<file path="src/rtl/nrx_pkg.sv">
// rtl/nrx_pkg.sv - shared types and default ROM image layout for the NRX core
// Contents:
//   ldr_state_t          loader state machine encoding
//   RGN_CPU..RGN_PAL     bit index of each region in the one-hot write strobe
//   NRX_B1..NRX_TOTAL    default region bounds and exact image length (bytes)
package nrx_pkg;

    typedef enum logic [2:0] {
        ST_IDLE   = 3'd0,
        ST_LOAD   = 3'd1,
        ST_SETTLE = 3'd2,
        ST_RUN    = 3'd3,
        ST_ERROR  = 3'd4
    } ldr_state_t;

    localparam int RGN_CPU = 0;
    localparam int RGN_GFX = 1;
    localparam int RGN_SND = 2;
    localparam int RGN_PAL = 3;

    localparam logic [24:0] NRX_B1    = 25'h04000;
    localparam logic [24:0] NRX_B2    = 25'h06000;
    localparam logic [24:0] NRX_B3    = 25'h06100;
    localparam logic [24:0] NRX_TOTAL = 25'h06200;

endpackage

</file>
<file path="src/rtl/rgn_decode.sv">
// rtl/rgn_decode.sv - flat byte address to (one-hot region, region offset) decoder
// Ports:
//   addr_i    flat image byte address
//   rgn_oh_o  one-hot region select, bit n = region n
//   offset_o  address relative to the selected region base
module rgn_decode
    import nrx_pkg::*;
#(
    parameter logic [24:0] B1 = NRX_B1,
    parameter logic [24:0] B2 = NRX_B2,
    parameter logic [24:0] B3 = NRX_B3
) (
    input  logic [24:0] addr_i,
    output logic [3:0]  rgn_oh_o,
    output logic [15:0] offset_o
);

    logic [24:0] base;

    always_comb begin
        rgn_oh_o = '0;
        base     = '0;
        if (addr_i < B1) begin
            rgn_oh_o[RGN_CPU] = 1'b1;
        end else if (addr_i < B2) begin
            rgn_oh_o[RGN_GFX] = 1'b1;
            base              = B1;
        end else if (addr_i < B3) begin
            rgn_oh_o[RGN_SND] = 1'b1;
            base              = B2;
        end else begin
            rgn_oh_o[RGN_PAL] = 1'b1;
            base              = B3;
        end
        offset_o = 16'(addr_i - base);
    end

endmodule

</file>
<file path="src/rtl/rom_load_sequencer.sv">
// rtl/rom_load_sequencer.sv - ioctl ROM download demux, image check and core reset control
// Ports:
//   clk_sys, RESET_N       clock, synchronous active-low reset
//   ioctl_download/wr/addr/dout   byte stream from hps_io
//   user_rst               active-high OSD/button reset request
//   rom_we/rom_ad/rom_dt   per-region one-hot write strobe, region-relative address, data
//   core_reset             active-high reset to the game core
//   load_ok, load_err      valid image resident / last download malformed
module rom_load_sequencer
    import nrx_pkg::*;
#(
    parameter logic [24:0] B1     = NRX_B1,
    parameter logic [24:0] B2     = NRX_B2,
    parameter logic [24:0] B3     = NRX_B3,
    parameter logic [24:0] TOTAL  = NRX_TOTAL,
    parameter int          SETTLE = 16
) (
    input  logic        clk_sys,
    input  logic        RESET_N,
    input  logic        ioctl_download,
    input  logic        ioctl_wr,
    input  logic [24:0] ioctl_addr,
    input  logic [7:0]  ioctl_dout,
    input  logic        user_rst,
    output logic [3:0]  rom_we,
    output logic [15:0] rom_ad,
    output logic [7:0]  rom_dt,
    output logic        core_reset,
    output logic        load_ok,
    output logic        load_err
);

    localparam logic [15:0] SETTLE_LAST = 16'(SETTLE - 1);

    ldr_state_t  state_q, state_d;
    logic        dl_q;
    logic [24:0] cnt_q, cnt_d;
    logic        err_q, err_d;
    logic [15:0] scnt_q, scnt_d;
    logic [3:0]  rom_we_q, rom_we_d;
    logic [15:0] rom_ad_q, rom_ad_d;
    logic [7:0]  rom_dt_q, rom_dt_d;
    logic        core_reset_q, core_reset_d;
    logic        load_ok_q, load_ok_d;
    logic        load_err_q, load_err_d;

    logic        dl_rise, dl_fall;
    logic        wr_ok, wr_bad;
    logic [24:0] cnt_acc;
    logic        err_acc;
    logic [3:0]  rgn_oh;
    logic [15:0] rgn_off;

    rgn_decode #(
        .B1(B1),
        .B2(B2),
        .B3(B3)
    ) u_rgn_decode (
        .addr_i  (ioctl_addr),
        .rgn_oh_o(rgn_oh),
        .offset_o(rgn_off)
    );

    assign dl_rise = ioctl_download & ~dl_q;
    assign dl_fall = ~ioctl_download & dl_q;

    // A byte is accepted only if it is the next one in sequence and inside the image.
    assign wr_ok   = (state_q == ST_LOAD) && ioctl_wr && (ioctl_addr == cnt_q) && (ioctl_addr < TOTAL);
    assign wr_bad  = (state_q == ST_LOAD) && ioctl_wr && !wr_ok;
    // Count/error including this cycle's byte, so a write coinciding with the
    // falling download edge still counts toward completeness.
    assign cnt_acc = wr_ok ? cnt_q + 25'd1 : cnt_q;
    assign err_acc = err_q | wr_bad;

    always_comb begin
        state_d    = state_q;
        cnt_d      = cnt_q;
        err_d      = err_q;
        scnt_d     = scnt_q;
        rom_we_d   = '0;
        rom_ad_d   = rom_ad_q;
        rom_dt_d   = rom_dt_q;
        load_ok_d  = load_ok_q;
        load_err_d = load_err_q;

        case (state_q)
            ST_IDLE: ;
            ST_LOAD: begin
                cnt_d = cnt_acc;
                err_d = err_acc;
                if (wr_ok) begin
                    rom_we_d = rgn_oh;
                    rom_ad_d = rgn_off;
                    rom_dt_d = ioctl_dout;
                end
                if (dl_fall) begin
                    if (!err_acc && (cnt_acc == TOTAL)) begin
                        state_d = ST_SETTLE;
                        scnt_d  = '0;
                    end else begin
                        state_d    = ST_ERROR;
                        load_err_d = 1'b1;
                        load_ok_d  = 1'b0;
                    end
                end
            end
            ST_SETTLE: begin
                if (user_rst) begin
                    scnt_d = '0;
                end else if (scnt_q == SETTLE_LAST) begin
                    state_d   = ST_RUN;
                    load_ok_d = 1'b1;
                end else begin
                    scnt_d = scnt_q + 16'd1;
                end
            end
            ST_RUN: begin
                if (user_rst) begin
                    state_d = ST_SETTLE;
                    scnt_d  = '0;
                end
            end
            ST_ERROR: ;
            default: state_d = ST_IDLE;
        endcase

        // A new download always restarts loading, whatever the current state.
        if (dl_rise) begin
            state_d    = ST_LOAD;
            cnt_d      = '0;
            err_d      = 1'b0;
            load_ok_d  = 1'b0;
            load_err_d = 1'b0;
        end

        // Registered from the next state so core_reset moves with the state itself.
        core_reset_d = (state_d != ST_RUN);
    end

    always_ff @(posedge clk_sys) begin
        if (!RESET_N) begin
            state_q      <= ST_IDLE;
            // Seeded high so a download still active across reset is not seen
            // as a new rising edge; the host must start a fresh download.
            dl_q         <= 1'b1;
            cnt_q        <= '0;
            err_q        <= 1'b0;
            scnt_q       <= '0;
            rom_we_q     <= '0;
            rom_ad_q     <= '0;
            rom_dt_q     <= '0;
            core_reset_q <= 1'b1;
            load_ok_q    <= 1'b0;
            load_err_q   <= 1'b0;
        end else begin
            state_q      <= state_d;
            dl_q         <= ioctl_download;
            cnt_q        <= cnt_d;
            err_q        <= err_d;
            scnt_q       <= scnt_d;
            rom_we_q     <= rom_we_d;
            rom_ad_q     <= rom_ad_d;
            rom_dt_q     <= rom_dt_d;
            core_reset_q <= core_reset_d;
            load_ok_q    <= load_ok_d;
            load_err_q   <= load_err_d;
        end
    end

    assign rom_we     = rom_we_q;
    assign rom_ad     = rom_ad_q;
    assign rom_dt     = rom_dt_q;
    assign core_reset = core_reset_q;
    assign load_ok    = load_ok_q;
    assign load_err   = load_err_q;

endmodule

</file>
<file path="config.mk">
export PLATFORM = sky130hd
export DESIGN_NAME = rom_load_sequencer
export DESIGN_NICKNAME = d
export VERILOG_FILES = /design/src/rtl/nrx_pkg.sv /design/src/rtl/rgn_decode.sv /design/src/rtl/rom_load_sequencer.sv
export SDC_FILE = /design/constraint.sdc
export NUM_CORES = 1
export LEC_CHECK = 0
export CORE_MARGIN = 5
export CORE_UTILIZATION = 49
export CTS_BUF_LIST = sky130_fd_sc_hd__clkbuf_4 sky130_fd_sc_hd__clkbuf_8
export DETAILED_ROUTE_END_ITERATION = 8
export PLACE_DENSITY = 0.78
export SLEW_MARGIN = 0
export SYNTH_ARGS = -nofsm -noshare
export SYNTH_HDL_FRONTEND = slang
export SYNTH_SLANG_ARGS = --single-unit
</file>
<file path="constraint.sdc">
create_clock -name clk_sys -period 3.3 [get_ports clk_sys]
set_clock_uncertainty 0.05 [all_clocks]
set_input_delay 0.495 -clock clk_sys [delete_from_list [all_inputs] [get_ports clk_sys]]
set_output_delay 0.495 -clock clk_sys [all_outputs]
set_load 0.005 [all_outputs]
</file>
==> results of run 1 <==
[routing by layer]
layer	wire, um	global-route usage (%)	vias to the layer above	part of all wire (%)
met5	0	0	-	0
met4	385	11.03	0	3.6
met3	788	5.379	30	7.3
met2	5141	37.40	147	48
met1	4429	25.36	1783	41
li1	-	-	1886	-
[flip-flops by register name (all words and copies together), names as in the netlist, 3 cells and up]
register	cells
cnt_q	25
rom_dt	8
rom_ad	16
rom_we	4
scnt_q	16
state_q	3
[logic make-up after synthesis]
logic type	Yosys count
fa+ha+maj	7
flops	77
simple gates	229
xor+xnor	43
compound gates	81
mux	6
buf+inv	32
[synthesized netlist by cell type (2+ instances only)]
cell type  number  area, um2
nand4_1         5      31.28
nor2b_1         8      50.05
or3_1          16      100.1
ha_1            6      75.07
nor4_1         18      112.6
a31oi_1         7      43.79
nor3b_1         3      22.52
xnor2_1        16      140.1
a21oi_1        19      95.09
o22ai_1         7      43.79
nor2_1         34      127.6
buf_6           2      22.52
or2_2           6      37.54
clkbuf_1       18      67.56
and3_1          6      37.54
or3b_2          2      17.52
nand3_1        14      70.07
a21boi_0       13      97.59
and2_1         13      81.33
o211a_1         4      40.04
dfxtp_1        77       1541
nor3_1         19      95.09
buf_2           2      10.01
o21a_1          2      15.01
o21ai_0        18      90.09
nand2b_1        5      31.28
or4_1           4      30.03
xor2_1         27      236.5
nand2_1        73      274.0
inv_1           9      33.78
mux2i_1         6      60.06
[cell type report]
type                    instances  area [um2]  share of cell area (%)
inverters                       9       33.78                  0.6345
clock inverters                 5       35.03                  0.6580
well taps                     102       127.6                   2.397
flip-flops and latches         77        1541                   28.95
multi-input cells             366        2311                   43.41
clock buffers                  11       145.1                   2.726
repair buffers                125        1130                   21.22
[what timing repair did]
action | CTS | global route
endpoints found under the setup margin | 20 | 23
setup buffers | 1 | 2
pin swaps | 4 | 7
resized for setup | 7 | 18
[tightest hold or removal path: cells and delay by family (launching register included)]
kind / cells / cell delay, ps
compound gates: 1 / 60
flops: 1 / 320
simple gates: 1 / 50
[worst min path at each step]
stage | to | slack, ps | depth (start not counted)
floorplan | scnt_q[15] | 380 | 1
global placement | rom_ad[0] | 400 | 2
detailed placement | rom_dt[4] | 410 | 2
CTS | rom_dt[4] | 420 | 2
global route | rom_ad[1] | 450 | 2
finish | rom_ad[6] | 410 | 2
[report_power, final]
group / internal, mW / switching [mW] / total, mW
sequential: 0.930 / 0.00121 / 0.931
clock: 0.304 / 0.362 / 0.666
combinational: 0.0806 / 0.0678 / 0.148
==> results.py, run 1 <==
metrics = {
    "yosys": {
        "synth_nets": 519,
        "synth_cell_types": 47,
        "synth_fa_ha_area_share_pct": 2.193,
        "syn_avg_cell_area_um2": 8.168,
        "synth_seq_cells": 77,
        "synthSimpleGateAreaFrac_pct": 29.67,
        "synthXorXnorAreaFrac_pct": 9.707,
        "synth.mux.area_fraction_pct": 1.548,
        "synth_top_family_by_area": "simple AND/OR/NAND/NOR gates",
        "synth-async-reset-ratio_pct": 0,
        "synth_cells": 475,
        "syn_area_um2": 3880,
        "synth-edff-count": 0,
        "synth_compound_area_share_pct": 13.51,
        "dominantRegCellSynth": "dfxtp_1",
        "synth_warnings": 0,
        "seq_area_frac_synth_pct": 39.73,
    },
    "drt": {
        "drc_errors": 0,
        "drt_iter0_markers": 237,
        "drtAntennaViolNets": 0,
        "wl_mm": 10.75,
        "wl_per_cell_um": 15.46,
        "num_vias": 3846,
        "first_pass_iters": 5,
        "viasPerCell": 5.534,
    },
    "critical_path": {
        "crit_type": "input pin to flop",
        "crit_path_end": "core_reset",
        "reg2reg_to": "core_reset",
        "end_kind": "flop",
        "crit_cells": 10,
        "reg2regPathDepth": 9,
        "cp_max_fo": 6,
        "reg2reg_slack_ps": 280,
        "required_ps": 3480,
        "critPathBufInv": 1,
        "cp_cell_sequence": "clkdlybuf4s50_1 -> xor2_1 -> nor4_2 -> nand2_1 -> or4_4 -> or3_4 -> a22oi_2 -> nand4_2 -> o21ba_1 -> or4_1",
        "cp_top_family": "simple AND/OR/NAND/NOR gates",
        "critical_path.max_stage_delay_ps": 560,
        "start_kind": "input pin",
        "crit_path_start": "ioctl_addr[14]",
        "timing.rr.start": "cnt_q[11]",
        "slowest_stage": "or4_4",
        "critPathArrivalTime_ps": 3420,
    },
    "grt": {
        "grtUsageTotal_pct": 21.90,
        "grt_pass1_vias": 3791,
        "grt_max_degree": 50,
        "antenna_found_initial": 0,
        "grt-ovfl-total": 0,
        "grt_pass1_wl_mm": 17.53,
    },
    "pwr": {
        "leakage_nw": 2.006,
        "p_total_mw": 1.745,
        "powerDensity_nw_per_um2": 327.9,
        "vdd.ir_drop.worst_mv": 0.1941,
    },
    "clock_tree": {
        "clkLatencyLatePin_ps": 360,
        "cts-root-buf": "clkbuf_8",
        "cts.sinks": 77,
        "cts.clk_slew.worst_paths_ps": 80,
        "h-tree-depth": 3,
        "cts_made_buffers": 9,
        "ctsHoldBuffers": 0,
        "clk_path_buf_depth": 2,
        "cts_tree": "built",
    },
    "sta": {
        "finalCritPeriodShare_pct": 98.36,
        "setup_viol": 0,
        "max_slew_margin_pct": 67.40,
        "period_needed_ps": 3246,
        "final_hold_viol_count": 0,
        "worst_pin_slew_ps": 487.2,
        "setup_slack_ps": 54.22,
        "fmax_mhz": 308.1,
        "slew_violations": 0,
        "fin_setup_tns_ps": 0,
        "hold_ws_ps": 414.8,
    },
    "floorplan": {
        "fp.dieW_um": 98.99,
        "start_util_pct": 50.21,
        "core_area_um2": 7727,
        "die-area_um2": 9798,
        "die_y_um": 98.99,
        "io_pins": 69,
        "num_rows": 32,
    },
    "run": {
        "maxCapViolCount": 0,
    },
    "placement": {
        "gp_congestion": 0.9040,
        "place.port_buffers": 68,
        "place_ws_ps": -496.7,
        "dpl-instance-area_um2": 5005,
        "dp.final_hpwl_mm": 7.787,
        "place_inst": 676,
    },
    "final_layout": {
        "syn2layout_area_growth_pct": 37.21,
        "final_cell_mix": "dfxtp_1 (77), nand2_1 (73), clkdlybuf4s50_1 (63), buf_4 (56), nor2_1 (34)",
        "nets": 632,
        "layout_commonest_cell": "dfxtp_1",
        "n_antenna_cell": 0,
        "layoutNonFillerInstCount": 695,
        "drive_gt1_share_pct": 17.37,
        "postLayoutCellArea_um2": 5324,
        "final_core_util_pct": 68.90,
        "n_fill_cell": 577,
    },
    "hold_path": {
        "hold_path.startpoint": "rom_ad[6]",
        "min_path_type": "flop to flop",
    },
    "status": {
        "status": "finished clean",
    },
}
No activity file was read; power rests on OpenSTA's default activity.
==> run 2, diff against run 1 <==
--- a/config.mk
+++ b/config.mk
@@ -10,6 +10,7 @@
 export CTS_BUF_LIST = sky130_fd_sc_hd__clkbuf_4 sky130_fd_sc_hd__clkbuf_8
 export DETAILED_ROUTE_END_ITERATION = 8
 export PLACE_DENSITY = 0.78
+export SKIP_CTS_REPAIR_TIMING = 1
 export SLEW_MARGIN = 0
 export SYNTH_ARGS = -nofsm -noshare
 export SYNTH_HDL_FRONTEND = slang
==> run 2 against run 1 <==
  * Largest cell class unchanged
  * Utilization shrank 0.097 points
  * Clock-buffer cell count unchanged
  * Fmax rose by 2.2%
  * Global-route usage fell by 0.088 points
  * Total power hardly changed
  * Critical path depth is 1 higher
  * Sequential share of layout area about the same
  * First-iteration DRC count up 8.9%
==> results.py, run 2 (synthesis results as in run 1) <==
metrics = {
    "status": {
        "status": "finished clean",
    },
    "critical_path": {
        "critPathArrivalTime_ps": 3350,
        "crit_type": "input pin to flop",
        "end_kind": "flop",
        "start_kind": "input pin",
        "required_ps": 3480,
        "cp_max_fo": 6,
    },
    "clock_tree": {
        "cts.sinks": 77,
        "cts_tree": "built",
        "h-tree-depth": 3,
        "clkLatencyLatePin_ps": 360,
        "clk_path_buf_depth": 2,
        "cts-root-buf": "clkbuf_8",
        "cts_made_buffers": 9,
        "cts.clk_slew.worst_paths_ps": 80,
    },
    "pwr": {
        "powerDensity_nw_per_um2": 328.3,
        "leakage_nw": 2.023,
        "vdd.ir_drop.worst_mv": 0.2055,
        "p_total_mw": 1.746,
    },
    "grt": {
        "grtUsageTotal_pct": 21.81,
        "grt_pass1_vias": 3764,
        "antenna_found_initial": 0,
        "grt_pass1_wl_mm": 17.42,
        "grt_max_degree": 50,
        "grt-ovfl-total": 0,
    },
    "floorplan": {
        "die_y_um": 98.99,
        "start_util_pct": 50.21,
        "io_pins": 69,
        "die-area_um2": 9798,
        "fp.dieW_um": 98.99,
        "num_rows": 32,
        "core_area_um2": 7727,
    },
    "final_layout": {
        "drive_gt1_share_pct": 16.95,
        "layout_commonest_cell": "dfxtp_1",
        "regArea_um2": 1541,
        "largest_reg_flops": 25,
        "syn2layout_area_growth_pct": 37.02,
        "n_fill_cell": 581,
        "final_cell_mix": "dfxtp_1 (77), nand2_1 (73), clkdlybuf4s50_1 (59), buf_4 (53), nor2_1 (34)",
        "regMostFlops": "cnt_q",
        "n_antenna_cell": 0,
        "postLayoutCellArea_um2": 5316,
        "nets": 629,
        "multi_input_area_um2": 2312,
    },
    "sta": {
        "worst_pin_slew_ps": 497.2,
        "finalCritPeriodShare_pct": 96.23,
        "setup_viol": 0,
        "period_needed_ps": 3175,
        "fmax_mhz": 314.9,
        "rsz0062_at_grt": "no",
        "max_slew_margin_pct": 66.73,
        "slew_violations": 0,
        "final_hold_viol_count": 0,
    },
    "drt": {
        "num_vias": 3829,
        "wl_per_cell_um": 15.66,
        "drc_errors": 0,
        "drtAntennaViolNets": 0,
        "first_pass_iters": 6,
        "wl_mm": 10.84,
        "viasPerCell": 5.533,
        "drt_iter0_markers": 258,
    },
    "placement": {
        "dpl-instance-area_um2": 5005,
        "place.port_buffers": 68,
        "dp.final_hpwl_mm": 7.787,
        "gp_congestion": 0.9040,
    },
    "hold_path": {
        "min_path_type": "flop to flop",
    },
    "run": {
        "maxCapViolCount": 0,
    },
}
[run 2: cell count changes in the layout (fill, tap and decap cells not counted), sizes merged]
cell and delta:
clkdlybuf4s50 -4, buf -3, dlymetal6s2s +5, dlygate4sd2 -1
[run 2: worst paths after layout]
kind | startpoint | endpoint | slack, ps | depth (start not counted)
worst max-delay path | ioctl_addr[14] | core_reset | 120 | 11
worst min-delay path | rom_ad[6] | rom_ad[6] | 410 | 2
worst max register to register | cnt_q[24] | core_reset | 290 | 10
worst min register to register | rom_ad[6] | rom_ad[6] | 410 | 2
[run 2: final cells by class]
cell class                 instances  area share, %
clock buffer                      11          2.730
clock inverter                     5         0.6590
inverter                           9         0.6354
multi-input combinational        366          43.49
sequential                        77          29.00
tap                              102          2.401
timing repair buffer             122          21.09
[run 2: where the power goes]
group	switching, mW	total [mW]	leakage, nW	internal [mW]
logic	0.0687	0.149	1.31	0.0804
clock network	0.362	0.665	0.0931	0.304
registers	0.00121	0.931	0.620	0.930
total	0.432	1.75	2.02	1.31
[run 2: routing by layer]
layer | track usage (%) | up-vias | part of all wire [%]
li1 | - | 1881 | -
met1 | 25.62 | 1788 | 41
met2 | 37.50 | 134 | 49
met3 | 5.308 | 26 | 6.8
met4 | 9.664 | 0 | 2.9
met5 | 0 | - | 0
[run 2: critical path, cell delays in order]
cell	delay, ps
clkdlybuf4s50_1	490
xor2_1	190
nor4_2	310
nand2_1	120
or4_4	490
buf_4	170
nor3b_2	190
a2bb2oi_2	180
nand4_2	120
o21ba_1	200
or4_1	390
[run 2: per-stage QoR]
| stage | cells | hold WS (ps) | setup TNS, ps | util (%) | setup WS, ps |
|---|---|---|---|---|---|
| final | 692 | 414.5 | 0 | 68.80 | 124.6 |
| after detailed placement | 676 | 406.9 | -11280 | 64.77 | -496.7 |
| after floorplan | 475 | 382.3 | 0 | - | 66.13 |
| after global routing | 692 | 447.1 | 0 | 68.80 | 5.782 |
| after global placement | 676 | 399.2 | -9923 | 64.77 | -446.1 |
| after CTS | 692 | 419.6 | -1972 | 67.10 | -135.6 |
==> run 3, diff against run 2 <==
--- a/config.mk
+++ b/config.mk
@@ -9,6 +9,7 @@
 export CORE_UTILIZATION = 49
 export CTS_BUF_LIST = sky130_fd_sc_hd__clkbuf_4 sky130_fd_sc_hd__clkbuf_8
 export DETAILED_ROUTE_END_ITERATION = 8
+export GPL_ROUTABILITY_DRIVEN = 0
 export PLACE_DENSITY = 0.78
 export SKIP_CTS_REPAIR_TIMING = 1
 export SLEW_MARGIN = 0
==> run 3 against run 2 <==
  * Via count increased by 1.3%
  * Sequential power is essentially flat
  * Worst hold slack got worse by 1.1 ps
  * Clock power fell by 3.8%
  * Sequential cell count unchanged
  * Non-clock buffer count up 3
  * Total power shrank 1.2%
  * Combinational power increased by 3%
  * Register-to-register slack got worse by 180 ps
  * Routed wire length up 2.8%
  * Utilization up 1.2 points
  * Die area is the same
==> results.py, run 3 (synthesis results as in run 1) <==
metrics = {
    "final_layout": {
        "regMostFlops": "cnt_q",
        "postLayoutCellArea_um2": 5408,
        "nets": 632,
        "final_core_util_pct": 69.98,
        "n_antenna_cell": 0,
        "layout_commonest_cell": "dfxtp_1",
        "drive_gt1_share_pct": 17.88,
        "largest_reg_flops": 25,
        "final_cell_mix": "dfxtp_1 (75), nand2_1 (73), buf_4 (52), clkdlybuf4s50_1 (50), nor2_1 (34)",
        "layoutNonFillerInstCount": 695,
        "syn2layout_area_growth_pct": 39.37,
    },
    "clock_tree": {
        "cts_tree": "built",
        "cts-root-buf": "clkbuf_8",
        "cts.clk_slew.worst_paths_ps": 80,
        "h-tree-depth": 3,
        "cts_made_buffers": 9,
        "clk_path_buf_depth": 2,
        "cts.sinks": 77,
        "clkLatencyLatePin_ps": 360,
    },
    "critical_path": {
        "end_kind": "flop",
        "reg2reg_to": "scnt_q[5]",
        "critPathArrivalTime_ps": 3480,
        "crit_type": "input pin to flop",
        "start_kind": "input pin",
        "required_ps": 3490,
        "cp_max_fo": 8,
        "reg2regPathDepth": 12,
        "timing.rr.start": "cnt_q[1]",
        "reg2reg_slack_ps": 110,
    },
    "sta": {
        "hold_ws_ps": 413.3,
        "final_hold_viol_count": 0,
        "worst_pin_slew_ps": 490.3,
        "setup_viol": 0,
        "setup_slack_ps": 8.879,
        "finalCritPeriodShare_pct": 99.73,
        "period_needed_ps": 3291,
        "fmax_mhz": 303.8,
        "max_slew_margin_pct": 67.19,
        "slew_violations": 0,
        "fin_setup_tns_ps": 0,
    },
    "hold_path": {
        "whs_endpoint": "rom_ad[1]",
        "hold_path.startpoint": "ioctl_addr[1]",
        "hold_path_depth": 3,
        "min_path_type": "input pin to flop",
    },
    "floorplan": {
        "core_area_um2": 7727,
        "die_y_um": 98.99,
        "fp.dieW_um": 98.99,
        "num_rows": 32,
        "die-area_um2": 9798,
        "io_pins": 69,
        "start_util_pct": 50.21,
    },
    "placement": {
        "place_ws_ps": -568.6,
        "dp.final_hpwl_mm": 8.041,
        "dpl-instance-area_um2": 5020,
        "place_inst": 678,
        "place.port_buffers": 68,
    },
    "status": {
        "status": "finished clean",
    },
    "grt": {
        "antenna_found_initial": 0,
        "grt-ovfl-total": 0,
        "grtUsageTotal_pct": 22.00,
        "grt_max_degree": 50,
        "grt_pass1_wl_mm": 17.53,
        "globalRoute.busiestLayer": "met2",
        "globalRouteMet3Util_pct": 7.219,
        "grt_pass1_vias": 3809,
        "met2_usage_pct": 37.76,
        "groute.layer.met1.usage_pct": 25.53,
    },
    "drt": {
        "drt_iter0_markers": 252,
        "wl_mm": 11.14,
        "viasPerCell": 5.580,
        "first_pass_iters": 5,
        "num_vias": 3878,
        "drc_errors": 0,
        "drtAntennaViolNets": 0,
        "wl_per_cell_um": 16.03,
    },
    "pwr": {
        "p_total_mw": 1.725,
        "vdd.ir_drop.worst_mv": 0.2313,
        "powerDensity_nw_per_um2": 319.0,
        "leakage_nw": 2.160,
    },
    "run": {
        "maxCapViolCount": 0,
    },
}
-- run 3: power by group --
part	internal (mW)	leakage (nW)	switching [mW]
clock	0.290	0.0880	0.350
combinational	0.0816	1.45	0.0722
sequential	0.930	0.621	0.00133
total	1.30	2.16	0.423
-- run 3: area by class of cell --
type	instances	area (um2)
Tap cell	102	127.6
Clock inverter	6	38.79
Multi-Input combinational cell	366	2331
Clock buffer	10	137.6
Timing Repair Buffer	125	1195
Inverter	9	33.78
Sequential cell	77	1544
Fill cell	573	2320
-- run 3: how the worst max path moves through the flow --
stage	slack, ps	start	end
after floorplan	70	ioctl_addr[11]	core_reset
after global placement	-500	ioctl_addr[14]	core_reset
after detailed placement	-570	ioctl_addr[11]	scnt_q[12]
after CTS	-210	ioctl_addr[10]	scnt_q[12]
after global routing	-60	ioctl_addr[17]	scnt_q[15]
final	9	ioctl_addr[4]	scnt_q[5]
-- run 3: critical path, cell delays in order --
cell and delay, ps:
clkdlybuf4s50_1 460, xor2_1 210, nor4_1 180, nand4_1 160, or4_4 490, buf_6 150, or3_1 380, a21oi_2 160
nand4_2 150, buf_6 150, a21oi_4 200, clkbuf_16 200, o22ai_1 80
-- run 3: routing by layer --
metal  vias to the layer above  share of wire [%]
li1                       1881                  -
met1                      1824                 41
met2                       146                 49
met3                        27                8.1
met4                         0                2.7
met5                         -                  0
